--- config.mk ---
export PLATFORM = sky130hd
export DESIGN_NAME = p4_fsm_controller_flat
export DESIGN_NICKNAME = d
export VERILOG_FILES = /design/src/rtl/p4_fsm_controller_pkg.sv /design/src/rtl/p4_fsm_controller_if.sv /design/src/rtl/p4_fsm_controller_outdec.sv /design/src/rtl/p4_fsm_controller.sv /design/src/flat_wrapper.sv
export SDC_FILE = /design/constraint.sdc
export NUM_CORES = 1
export LEC_CHECK = 0
export ABC_AREA = 1
export CELL_PAD_IN_SITES_DETAIL_PLACEMENT = 0
export CELL_PAD_IN_SITES_GLOBAL_PLACEMENT = 2
export CORE_AREA = 2 2 69 58
export DETAILED_ROUTE_END_ITERATION = 7
export DIE_AREA = 0 0 71 60
export PLACE_DENSITY = 0.74
export SETUP_SLACK_MARGIN = 0.02
export SYNTH_ARGS = -nofsm -noshare
export SYNTH_HDL_FRONTEND = slang
export SYNTH_SLANG_ARGS = --single-unit
--- constraint.sdc ---
create_clock -name clk -period 1.47 [get_ports clk]
set_input_delay 0.147 -clock clk [delete_from_list [all_inputs] [get_ports clk]]
set_output_delay 0.147 -clock clk [all_outputs]
set_load 0.01 [all_outputs]
--- src/rtl/p4_fsm_controller_pkg.sv ---
// Shared definitions for the Simple RISC Machine sequencer: state codes,
// instruction field encodings, register-select and writeback encodings.
package p4_ctrl_pkg;

    localparam int P4_STATE_W = 4;

    localparam logic [P4_STATE_W-1:0] ST_WAIT     = 4'd0;
    localparam logic [P4_STATE_W-1:0] ST_DECODE   = 4'd1;
    localparam logic [P4_STATE_W-1:0] ST_WR_IMM   = 4'd2;
    localparam logic [P4_STATE_W-1:0] ST_GET_A    = 4'd3;
    localparam logic [P4_STATE_W-1:0] ST_GET_B    = 4'd4;
    localparam logic [P4_STATE_W-1:0] ST_EXEC     = 4'd5;
    localparam logic [P4_STATE_W-1:0] ST_WRITE_RD = 4'd6;
    localparam logic [P4_STATE_W-1:0] ST_ERR      = 4'd7;

    localparam logic [2:0] OPC_MOV = 3'b110;
    localparam logic [2:0] OPC_ALU = 3'b101;

    localparam logic [1:0] OP_MOV_REG = 2'b00;
    localparam logic [1:0] OP_MOV_IMM = 2'b10;
    localparam logic [1:0] OP_ADD     = 2'b00;
    localparam logic [1:0] OP_CMP     = 2'b01;
    localparam logic [1:0] OP_AND     = 2'b10;
    localparam logic [1:0] OP_MVN     = 2'b11;

    localparam logic [2:0] NSEL_NONE = 3'b000;
    localparam logic [2:0] NSEL_RN   = 3'b001;
    localparam logic [2:0] NSEL_RD   = 3'b010;
    localparam logic [2:0] NSEL_RM   = 3'b100;

    localparam logic [1:0] VSEL_C     = 2'b00;
    localparam logic [1:0] VSEL_IMM8  = 2'b01;
    localparam logic [1:0] VSEL_MDATA = 2'b10;
    localparam logic [1:0] VSEL_PC    = 2'b11;

    typedef struct packed {
        logic       w;
        logic [2:0] nsel;
        logic       loada;
        logic       loadb;
        logic       loadc;
        logic       loads;
        logic       asel;
        logic       bsel;
        logic [1:0] vsel;
        logic       write;
        logic       err;
    } ctrl_t;

    localparam ctrl_t CTRL_IDLE = '{w: 1'b1, nsel: NSEL_NONE, loada: 1'b0,
                                   loadb: 1'b0, loadc: 1'b0, loads: 1'b0,
                                   asel: 1'b0, bsel: 1'b0, vsel: VSEL_C,
                                   write: 1'b0, err: 1'b0};

endpackage

--- src/rtl/p4_fsm_controller_if.sv ---
// Decoder/datapath-facing bundle of the sequencer: instruction fields in,
// datapath control strobes out.
interface p4_ctrl_if;
    logic       s;
    logic [2:0] opcode;
    logic [1:0] op;
    logic       w;
    logic [2:0] nsel;
    logic       loada;
    logic       loadb;
    logic       loadc;
    logic       loads;
    logic       asel;
    logic       bsel;
    logic [1:0] vsel;
    logic       write;
    logic       err;

    modport master (
        input  s, opcode, op,
        output w, nsel, loada, loadb, loadc, loads, asel, bsel, vsel, write, err
    );

    modport slave (
        output s, opcode, op,
        input  w, nsel, loada, loadb, loadc, loads, asel, bsel, vsel, write, err
    );
endinterface

--- src/rtl/p4_fsm_controller_outdec.sv ---
// State -> datapath control vector decoder. Illegal-trap flag only exists
// when P4_ILLEGAL_TRAP_EN is defined.
module p4_ctrl_outdec
    import p4_ctrl_pkg::*;
(
    input  logic [P4_STATE_W-1:0] state,
    input  logic [2:0]            opcode,
    input  logic [1:0]            op,
    output ctrl_t                 ctrl
);

    // Per-state control decode; opcode/op are the latched instruction, not live inputs
    always_comb begin
        ctrl = '0;
        case (state)
            ST_WAIT: begin
                ctrl = CTRL_IDLE;
            end
            ST_DECODE: begin
                ctrl = '0;
            end
            ST_WR_IMM: begin
                ctrl.nsel  = NSEL_RN;
                ctrl.vsel  = VSEL_IMM8;
                ctrl.write = 1'b1;
            end
            ST_GET_A: begin
                ctrl.nsel  = NSEL_RN;
                ctrl.loada = 1'b1;
            end
            ST_GET_B: begin
                ctrl.nsel  = NSEL_RM;
                ctrl.loadb = 1'b1;
            end
            ST_EXEC: begin
                // CMP only updates flags so C keeps its previous result
                if ({opcode, op} == {OPC_ALU, OP_CMP}) begin
                    ctrl.loads = 1'b1;
                end else begin
                    ctrl.loadc = 1'b1;
                end
                if ((opcode == OPC_MOV) || (op == OP_MVN)) begin
                    ctrl.asel = 1'b1;
                end else begin
                    ctrl.asel = 1'b0;
                end
            end
            ST_WRITE_RD: begin
                ctrl.nsel  = NSEL_RD;
                ctrl.vsel  = VSEL_C;
                ctrl.write = 1'b1;
            end
            ST_ERR: begin
`ifdef P4_ILLEGAL_TRAP_EN
                ctrl.err = 1'b1;
`else
                ctrl = '0;
`endif
            end
            default: begin
                ctrl = '0;
            end
        endcase
    end

endmodule

--- src/rtl/p4_fsm_controller.sv ---
// Moore sequencer for the Simple RISC Machine datapath. Define
// P4_ILLEGAL_TRAP_EN to trap undecoded instructions in a sticky ERR state.
module p4_fsm_controller
    import p4_ctrl_pkg::*;
#(
    parameter int STATE_W = P4_STATE_W
) (
    input  logic          clk,
    input  logic          reset,
    p4_ctrl_if.master     bus
);

`ifdef P4_ILLEGAL_TRAP_EN
    localparam logic [P4_STATE_W-1:0] ST_UNDEC = ST_ERR;
`else
    localparam logic [P4_STATE_W-1:0] ST_UNDEC = ST_WAIT;
`endif

    logic [STATE_W-1:0] state_r;
    logic [STATE_W-1:0] state_nxt_s;
    logic [4:0]         instr_r;
    logic [4:0]         instr_nxt_s;
    ctrl_t              ctrl_r;
    ctrl_t              ctrl_nxt_s;

    // Capture {opcode, op} on the start edge so later states never look at live inputs
    always_comb begin
        instr_nxt_s = instr_r;
        if ((state_r == ST_WAIT) && bus.s) begin
            instr_nxt_s = {bus.opcode, bus.op};
        end else begin
            instr_nxt_s = instr_r;
        end
    end

    // Next-state logic
    always_comb begin
        state_nxt_s = state_r;
        case (state_r)
            ST_WAIT: begin
                if (bus.s) begin
                    state_nxt_s = ST_DECODE;
                end else begin
                    state_nxt_s = ST_WAIT;
                end
            end
            ST_DECODE: begin
                if (instr_r == {OPC_MOV, OP_MOV_IMM}) begin
                    state_nxt_s = ST_WR_IMM;
                end else if ((instr_r == {OPC_MOV, OP_MOV_REG}) ||
                             (instr_r == {OPC_ALU, OP_MVN})) begin
                    state_nxt_s = ST_GET_B;
                end else if (instr_r[4:2] == OPC_ALU) begin
                    state_nxt_s = ST_GET_A;
                end else begin
                    state_nxt_s = ST_UNDEC;
                end
            end
            ST_WR_IMM:   state_nxt_s = ST_WAIT;
            ST_GET_A:    state_nxt_s = ST_GET_B;
            ST_GET_B:    state_nxt_s = ST_EXEC;
            ST_EXEC: begin
                if (instr_r == {OPC_ALU, OP_CMP}) begin
                    state_nxt_s = ST_WAIT;
                end else begin
                    state_nxt_s = ST_WRITE_RD;
                end
            end
            ST_WRITE_RD: state_nxt_s = ST_WAIT;
            ST_ERR:      state_nxt_s = ST_UNDEC;
            default:     state_nxt_s = ST_WAIT;
        endcase
    end

    // Decode the upcoming state so the control outputs leave a flop in step with it
    p4_ctrl_outdec u_outdec (
        .state  (state_nxt_s),
        .opcode (instr_nxt_s[4:2]),
        .op     (instr_nxt_s[1:0]),
        .ctrl   (ctrl_nxt_s)
    );

    // State, latched instruction and registered control vector
    always_ff @(posedge clk) begin
        if (reset) begin
            state_r <= ST_WAIT;
            instr_r <= 5'b00000;
            ctrl_r  <= CTRL_IDLE;
        end else begin
            state_r <= state_nxt_s;
            instr_r <= instr_nxt_s;
            ctrl_r  <= ctrl_nxt_s;
        end
    end

    assign bus.w     = ctrl_r.w;
    assign bus.nsel  = ctrl_r.nsel;
    assign bus.loada = ctrl_r.loada;
    assign bus.loadb = ctrl_r.loadb;
    assign bus.loadc = ctrl_r.loadc;
    assign bus.loads = ctrl_r.loads;
    assign bus.asel  = ctrl_r.asel;
    assign bus.bsel  = ctrl_r.bsel;
    assign bus.vsel  = ctrl_r.vsel;
    assign bus.write = ctrl_r.write;
    assign bus.err   = ctrl_r.err;

endmodule

--- src/flat_wrapper.sv ---
// flat-port wrapper written by rule: the top's interface ports become plain ports
module p4_fsm_controller_flat import p4_ctrl_pkg::*;
#(
    parameter int STATE_W = P4_STATE_W
)
  (clk, reset, bus_s, bus_opcode, bus_op, bus_w, bus_nsel, bus_loada, bus_loadb, bus_loadc, bus_loads, bus_asel, bus_bsel, bus_vsel, bus_write, bus_err);
  p4_ctrl_if bus_i ();
  input  logic clk;
  input  logic reset;
  input wire logic [$bits(bus_i.s)-1:0] bus_s;
  input wire logic [$bits(bus_i.opcode)-1:0] bus_opcode;
  input wire logic [$bits(bus_i.op)-1:0] bus_op;
  output wire logic [$bits(bus_i.w)-1:0] bus_w;
  output wire logic [$bits(bus_i.nsel)-1:0] bus_nsel;
  output wire logic [$bits(bus_i.loada)-1:0] bus_loada;
  output wire logic [$bits(bus_i.loadb)-1:0] bus_loadb;
  output wire logic [$bits(bus_i.loadc)-1:0] bus_loadc;
  output wire logic [$bits(bus_i.loads)-1:0] bus_loads;
  output wire logic [$bits(bus_i.asel)-1:0] bus_asel;
  output wire logic [$bits(bus_i.bsel)-1:0] bus_bsel;
  output wire logic [$bits(bus_i.vsel)-1:0] bus_vsel;
  output wire logic [$bits(bus_i.write)-1:0] bus_write;
  output wire logic [$bits(bus_i.err)-1:0] bus_err;
  assign bus_i.s = bus_s;
  assign bus_i.opcode = bus_opcode;
  assign bus_i.op = bus_op;
  assign bus_w = bus_i.w;
  assign bus_nsel = bus_i.nsel;
  assign bus_loada = bus_i.loada;
  assign bus_loadb = bus_i.loadb;
  assign bus_loadc = bus_i.loadc;
  assign bus_loads = bus_i.loads;
  assign bus_asel = bus_i.asel;
  assign bus_bsel = bus_i.bsel;
  assign bus_vsel = bus_i.vsel;
  assign bus_write = bus_i.write;
  assign bus_err = bus_i.err;
  p4_fsm_controller #(.STATE_W(STATE_W)) u_core (.clk(clk), .reset(reset), .bus(bus_i));
endmodule
## Yosys cells after proc, flatten, opt, wreduce, memory -nomap -nowiden

Index checks and enable logic that the tools add are counted.

| storage, ports and cells | value |
|---|---|
| flip-flop bits (word level) | 21 |
| input port bits | 8 |
| output and inout port bits | 14 |
| word-level logic and storage cells | 51 |

| cells by class | value |
|---|---|
| equal/unequal tests | 17 |
| muxes and demuxes | 15 |
| bitwise operators | 1 |
| reduce and logical (&&, ||, !) cells | 7 |

Operator list:

| cell | number |
|---|---|
| == test 5 bit (second input constant) | 5 |
| == test 4 x 3 -> 1 bit (second input constant) | 5 |
| case mux 4 bit (5 select lines) | 1 |
| == test 4 x 2 -> 1 bit (second input constant) | 3 |
| case mux 3 bit (3 select lines) | 1 |
| logical NOT 4 bit | 2 |
| two-way mux 4 bit | 2 |
| two-way mux 1 bit | 7 |
| == test 3 bit (second input constant) | 2 |
| two-way mux 5 bit | 1 |
| == test 4 x 1 -> 1 bit (second input constant) | 1 |
| case mux 2 bit (2 select lines) | 1 |
| OR reduction 2 bit | 2 |
| two-way mux 3 bit | 1 |
| == test 2 bit (second input constant) | 1 |
| logical OR 1 bit | 2 |
| two-way mux 2 bit | 1 |
| logical AND 1 bit | 1 |
| inverter 1 bit | 1 |

## Depth between registers and ports, before layout

Gate-level depths: netlist of run 1.

| depth | value |
|---|---|
| depth after elaboration | 8 |
| mapped depth | 9 |
| gate-level depth less buffers | 9 |

## Cells and area by module

From an unflattened synthesis of run 1, not the netlist that was laid out.

| unflattened totals | value |
|---|---|
| cells, all modules | 162 |
| area, all modules | 1083.5 um^2 |

Modules (own cells, without submodules):

| module | instances | cells each | area an instance (um^2) | sequential area each (um^2) |
|---|---|---|---|---|
| p4_fsm_controller | 1 | 121 | 889.6 | 440.4 |
| p4_ctrl_outdec | 1 | 41 | 193.9 | 0.0 |

## Least setup slack after synthesis of run 1

Ideal clock, no wire load.

| timing | value |
|---|---|
| kind | register -> register |
| start point | register u_core.state_r[1] |
| end point | register u_core.ctrl_r (netlist bit u_core.bus.loadc) |
| library setup time | 0.116 ns |
| arrival | 0.995 ns |
| required time | 1.354 ns |
| slack | 0.359 ns |
| stages on the path, launching flop included | 7 |
| path buffers | 0 |
| clock period less this slack | 1.111 ns |
| path through | dfxtp_1 nor2_4 nand4_1 nand2_2 nand3_2 nor2_2 nor2_2 |

| on the way | value |
|---|---|
| word-level cells in the longest chain between the ends | 5 |
| elaborated cells between the ends (all ways) | 13 |
| classes of those cells | 6 x eq/ne; 3 x mux; 1 x bitwise; 3 x reduce/logical |

RTL lines:

| item | line | source |
|---|---|---|
| start, declared | p4_fsm_controller.sv:19 | `logic [STATE_W-1:0] state_r;` |
| start signal, assigned | p4_fsm_controller.sv:90 | `state_r <= state_nxt_s;` |
| == test 4 x 3 -> 1 bit, or another cell as far along | p4_fsm_controller.sv:39 | `case (state_r)` |
| case mux 4 bit (5 select lines) or logical AND 1 bit (tied branches) | p4_fsm_controller.sv:39, p4_fsm_controller.sv:29 |  |
| == test 4 x 3 -> 1 bit or two-way mux 5 bit (tied branches) | p4_fsm_controller_outdec.sv:15, p4_fsm_controller.sv:29 |  |
| inverter 1 bit (no source line) or == test 5 bit (tied branches) | - |  |
| OR reduction 2 bit (no source line) or two-way mux 1 bit (tied branches) | - |  |
| end signal, assigned | p4_fsm_controller.sv:92 | `ctrl_r <= ctrl_nxt_s;` |
| end, declared | p4_fsm_controller.sv:23 | `ctrl_t ctrl_r;` |

Parallel ways exist; a longest one is shown, timed or not.
A chain may end at the register's enable or synchronous reset.

## Final worst setup path of run 1

| timing | value |
|---|---|
| start point | register u_core.ctrl_r (netlist bit u_core.bus.asel) |
| end point | output port bus_asel |

RTL lines:

| item | line | source |
|---|---|---|
| end, declared | flat_wrapper.sv:19 | `output wire logic [$bits(bus_i.asel)-1:0] bus_asel;` |

No word-level cell between the ends.

==> results of run 1 <==
worst max path at each step:
stage / startpoint / end / cells past startpoint
floorplan: u_core.state_r[1] / u_core.bus.loadc / 6
global placement: bus_s / u_core.bus.loadc / 6
detailed placement: bus_s / u_core.bus.loadc / 6
CTS: u_core.bus.asel / bus_asel / 1
global route: u_core.state_r[2] / u_core.bus.vsel[0] / 6
finish: u_core.bus.asel / bus_asel / 1
logic make-up after synthesis:
logic type	count (synthesis)
other	1
buffers and inverters	22
AND/OR/NAND/NOR	72
flip-flops	19
AO/OA/AOI/OAI	6
placed cells by master (no fill, tap or decap), types with 5 or more instances in the layout:
| master | count |
|---|---|
| nor2_1 | 18 |
| nand4_1 | 7 |
| dfxtp_1 | 19 |
| inv_1 | 14 |
| nand2_1 | 27 |
| nand3_1 | 7 |
| nand2_2 | 5 |
| clkdlybuf4s50_1 | 18 |
layer usage:
layer,vias up,wire length [um],track usage
met5,-,0,0
met4,0,37,0.0404
met3,4,59,0.0219
met2,15,813,0.158
met1,330,965,0.119
li1,410,-,-
synthesized netlist by cell type (3+ instances only):
cell	n	share of area
nand2_2	5	0.036
inv_2	3	0.013
nand4_1	7	0.051
nor2_2	3	0.022
nand3_1	7	0.040
a21oi_1	3	0.017
buf_4	3	0.026
nand2_1	27	0.12
nor2_1	18	0.078
dfxtp_1	19	0.44
inv_1	14	0.061
report_power, final:
part	internal (W)	leakage [nW]	total [W]	switching [W]
combinational	0.0000544	0.339	0.000137	0.0000823
clock	0.000188	0.0255	0.000355	0.000167
sequential	0.000530	0.155	0.000546	0.0000157
metrics by stage:
stage	instance area, sq um	hold WS, ps	util	total power, W	worst slack, ps
floorplan	875	216	-	0.000651	359
global placement	1090	538	0.299	0.000696	19.0
detailed placement	1090	528	0.299	0.000693	-12.3
CTS	1130	501	0.312	0.00105	210
global route	1130	527	0.312	0.00108	88.4
finish	1130	504	0.312	0.00104	227
area by class of cell:
cell class | count | area, sq um
tap | 44 | 55.1
clock buffer | 3 | 41.3
multi-input combinational | 81 | 399
clock inverter | 1 | 5.00
sequential | 19 | 380
timing repair buffer | 19 | 188
inverter | 17 | 63.8
fill | 382 | 2500
==> results.yml, run 1 <==
power_and_ir_drop:
  ir_drop_uv: 294
  power.leakage_nw: 0.519
  p_per_area_nw_per_um2: 916
critical_path:
  critPathKind: "reg2out"
  critical_path_buf_inv_count: 1
  r2r_setup_slack_ps: 230
  cp.arrival_ps: 1100
  cp_slowest_cell: "clkdlybuf4s50_1"
  reg2reg_to: "u_core.bus.loadc"
  r2r-start: "u_core.state_r[1]"
  cp_top_family: "buffers and inverters"
  start_kind: "flop"
  critPathMaxStageDelay_ps: 530
  critPathRequiredTime_ps: 1320
  endpoint_kind: "primary output"
  cp_cell_sequence: "clkdlybuf4s50_1"
  crit_fanout: 1
  worstRegToRegCells: 6
final_layout:
  antenna_cells: 0
  regMostFlops: "u_core.instr_r"
  drive_gt1_frac: 0.150
  nets: 149
  fin_cells: 184
  syn_to_final_growth_pct: 30.6
  largest_reg_flops: 5
hold_path:
  hold-path-cell-count: 3
  worstHoldStart: "bus_op[0]"
  hold_path_class: "in2reg"
  holdPathEnd: "u_core.instr_r[0]"
grt:
  grt_pass1_wl_um: 3130
  antenna_found_initial: 0
  gr-total-overflow: 0
  grtUsageTotal: 0.0948
  grt_pass1_vias: 741
  grt_max_degree: 13
timing:
  drv_slew: 0
  fmax_mhz: 804
  rsz0062_at_grt: "false"
  timing.setup.tns_ps: 0
  setup_violations: 0
  finalCritPeriodShare: 0.846
  min_period_ps: 1240
  clock_skew_ps: 1.47
  hold_violations: 0
logic_synthesis:
  synth-main-ff-cell: "dfxtp_1"
  synthAdderAreaFrac: 0
  ys_ff_latch: 19
  synthXorXnorAreaFrac: 0
  synth-simple-area-share: 0.405
  ys_warn_count: 0
  synth_cells: 120
  syn_avg_cell_area_sq_um: 7.23
  ys_seq_area_frac: 0.439
  synth-compound-area-share: 0.0418
  synth_edf_count: 0
  yosys.cell_types.count: 22
  syn_area_sq_um: 867
  synthArstFlopShare: 0
  synth_top_family_by_area: "simple AND/OR/NAND/NOR gates"
  synthMuxAreaShare: 0
clock_network:
  cts-root-buf: "clkbuf_8"
  clock_path_buffers: 2
  postCtsResizedCells: 0
  clk_pin_slew_ps: 70
  clock_sinks: 19
  post_cts_buffers: 0
  cts_made_buffers: 3
  htree_levels: 1
  clock_latency_ps: 250
  ctsHoldBuffers: 0
  cts_tree: "built"
floorplanning:
  die_height_um: 60
  die_x_um: 71
  die_area_sq_um: 4260
  core_area_sq_um: 3630
  start_util: 0.239
  rows: 20
  io_pins: 22
route:
  drtIter0Drc: 13
  avgRoutedWirePerCell_um: 10.2
  dr.pass1.iters: 4
  remaining_drc_errors: 0
  drt_wl_total_um: 1880
  num_vias: 759
  ant_nets: 0
  avgViaCountPerCell: 4.13
run:
  maxCapViolCount: 0
placed_design:
  place_congestion: 0.829
  port_buffers: 18
  place_inst: 180
  place_hpwl_um: 1480
status:
  status: "complete, no violations"
No activity file was read; power rests on OpenSTA's default activity.
==> inputs of run 2 (changes only) <==
==> constraint.sdc (replaced) <==
create_clock -name clk -period 1.3 [get_ports clk]
set_input_delay 0.13 -clock clk [delete_from_list [all_inputs] [get_ports clk]]
set_output_delay 0.13 -clock clk [all_outputs]
set_load 0.01 [all_outputs]
==> run 2 against run 1 <==
Net effect: count of clock-buffer cells in the layout stayed put; combinational power grew 15%; total power up 14%; critical endpoint is now bus_nsel[0]; largest power group unchanged.
==> results.yml, run 2 (synthesis gave the netlist of run 1 again) <==
clock_network:
  clock_latency_ps: 250
  clock_path_buffers: 2
  clock_sinks: 19
  ctsHoldBuffers: 0
  clk_pin_slew_ps: 70
  cts_tree: "built"
  htree_levels: 1
  cts-root-buf: "clkbuf_8"
  cts_made_buffers: 3
grt:
  grt_max_degree: 13
  grt_pass1_wl_um: 2910
  grt_pass1_vias: 671
  grtUsageTotal: 0.0894
  antenna_found_initial: 0
  gr-total-overflow: 0
critical_path:
  critPathMaxStageDelay_ps: 520
  critPathKind: "reg2out"
  start_kind: "flop"
  cp.arrival_ps: 1090
  cp_top_family: "buffers and inverters"
  crit_fanout: 1
  critical_path_buf_inv_count: 1
  cp_slowest_cell: "clkdlybuf4s50_1"
  cp_cell_sequence: "clkdlybuf4s50_1"
  critPathRequiredTime_ps: 1170
  endpoint_kind: "primary output"
floorplanning:
  die_height_um: 60
  die_x_um: 71
  core_area_sq_um: 3630
  rows: 20
  io_pins: 22
  start_util: 0.239
  die_area_sq_um: 4260
timing:
  min_period_ps: 1220
  rsz0062_at_grt: "false"
  fmax_mhz: 821
  setup_ws_ps: 82.2
  setup_violations: 0
  finalCritPeriodShare: 0.937
  hold_violations: 0
  clock_skew_ps: 1.45
  drv_slew: 0
final_layout:
  final_cell_mix: "nand2_1 (26), nor2_1 (18), clkdlybuf4s50_1 (17)"
  largest_reg_flops: 5
  nets: 152
  drive_gt1_frac: 0.210
  final_common_cell: "nand2_1"
  antenna_cells: 0
  regMostFlops: "u_core.instr_r"
  post-route-util: 0.321
  syn_to_final_growth_pct: 34.3
placed_design:
  place_ws_ps: -150
  place_congestion: 0.760
  place_hpwl_um: 1400
  port_buffers: 18
route:
  dr.pass1.iters: 4
  remaining_drc_errors: 0
  avgRoutedWirePerCell_um: 9.52
  avgViaCountPerCell: 4.08
  ant_nets: 0
  drtIter0Drc: 12
  drt_wl_total_um: 1780
  num_vias: 763
power_and_ir_drop:
  p_per_area_nw_per_um2: 1020
  power.total_w: 0.00119
  power.leakage_nw: 0.541
  ir_drop_uv: 328
status:
  status: "complete, no violations"
hold_path:
  hold_path_class: "in2reg"
run:
  maxCapViolCount: 0
==> run 2: cell types whose count changed in the layout (fill, tap and decap cells not counted), sizes merged <==
cell and change:
clkdlybuf4s50 -1, nor2 +1, dlymetal6s2s +1, buf +2
==> run 2: final cells by class <==
| cell class | count | area [sq um] |
|---|---|---|
| fill | 380 | 2460 |
| multi-input combinational | 82 | 408 |
| sequential | 19 | 387 |
| timing repair buffer | 21 | 205 |
| inverter | 17 | 63.8 |
| tap | 44 | 55.1 |
| clock buffer | 3 | 41.3 |
| clock inverter | 1 | 5.00 |
==> run 2: report_power, final <==
group | internal (W) | total, W | switching, W
combinational | 0.0000675 | 0.000158 | 0.0000905
clock | 0.000213 | 0.000408 | 0.000196
sequential | 0.000600 | 0.000619 | 0.0000185
total | 0.000881 | 0.00119 | 0.000305
==> run 2: through the flow <==
step / instance area [sq um] / instances / hold WS (ps) / TNS, ps
detailed placement: 1100 / 182 / 526 / -652
global placement: 1100 / 182 / 534 / -644
finish: 1160 / 187 / 385 / 0
floorplan: 875 / 122 / 199 / 0
global route: 1160 / 187 / 423 / 0
CTS: 1150 / 186 / 494 / 0
==> run 2: timing repair <==
action                                  4_1_cts  5_1_grt
resized for setup                             0        7
setup buffers                                 0        0
endpoints found under the setup margin        0        5
==> run 2: path summary, 6_finish.rpt <==
path | startpoint | endpoint | slack [ps] | cells past startpoint
worst min-delay path | bus_s | u_core.instr_r[0] | 390 | 3
worst max-delay path | u_core.bus.nsel[0] | bus_nsel[0] | 80 | 1
worst max register to register | u_core.instr_r[0] | u_core.bus.vsel[0] | 150 | 8
worst min register to register | u_core.instr_r[4] | u_core.instr_r[4] | 520 | 2
==> run 2: per-layer routing <==
layer / track usage / part of all wire / up-vias
met5: 0 / 0 / -
met4: 0.0404 / 0.014 / 0
met3: 0.0270 / 0.038 / 2
met2: 0.134 / 0.43 / 12
met1: 0.119 / 0.51 / 336
li1: - / - / 413
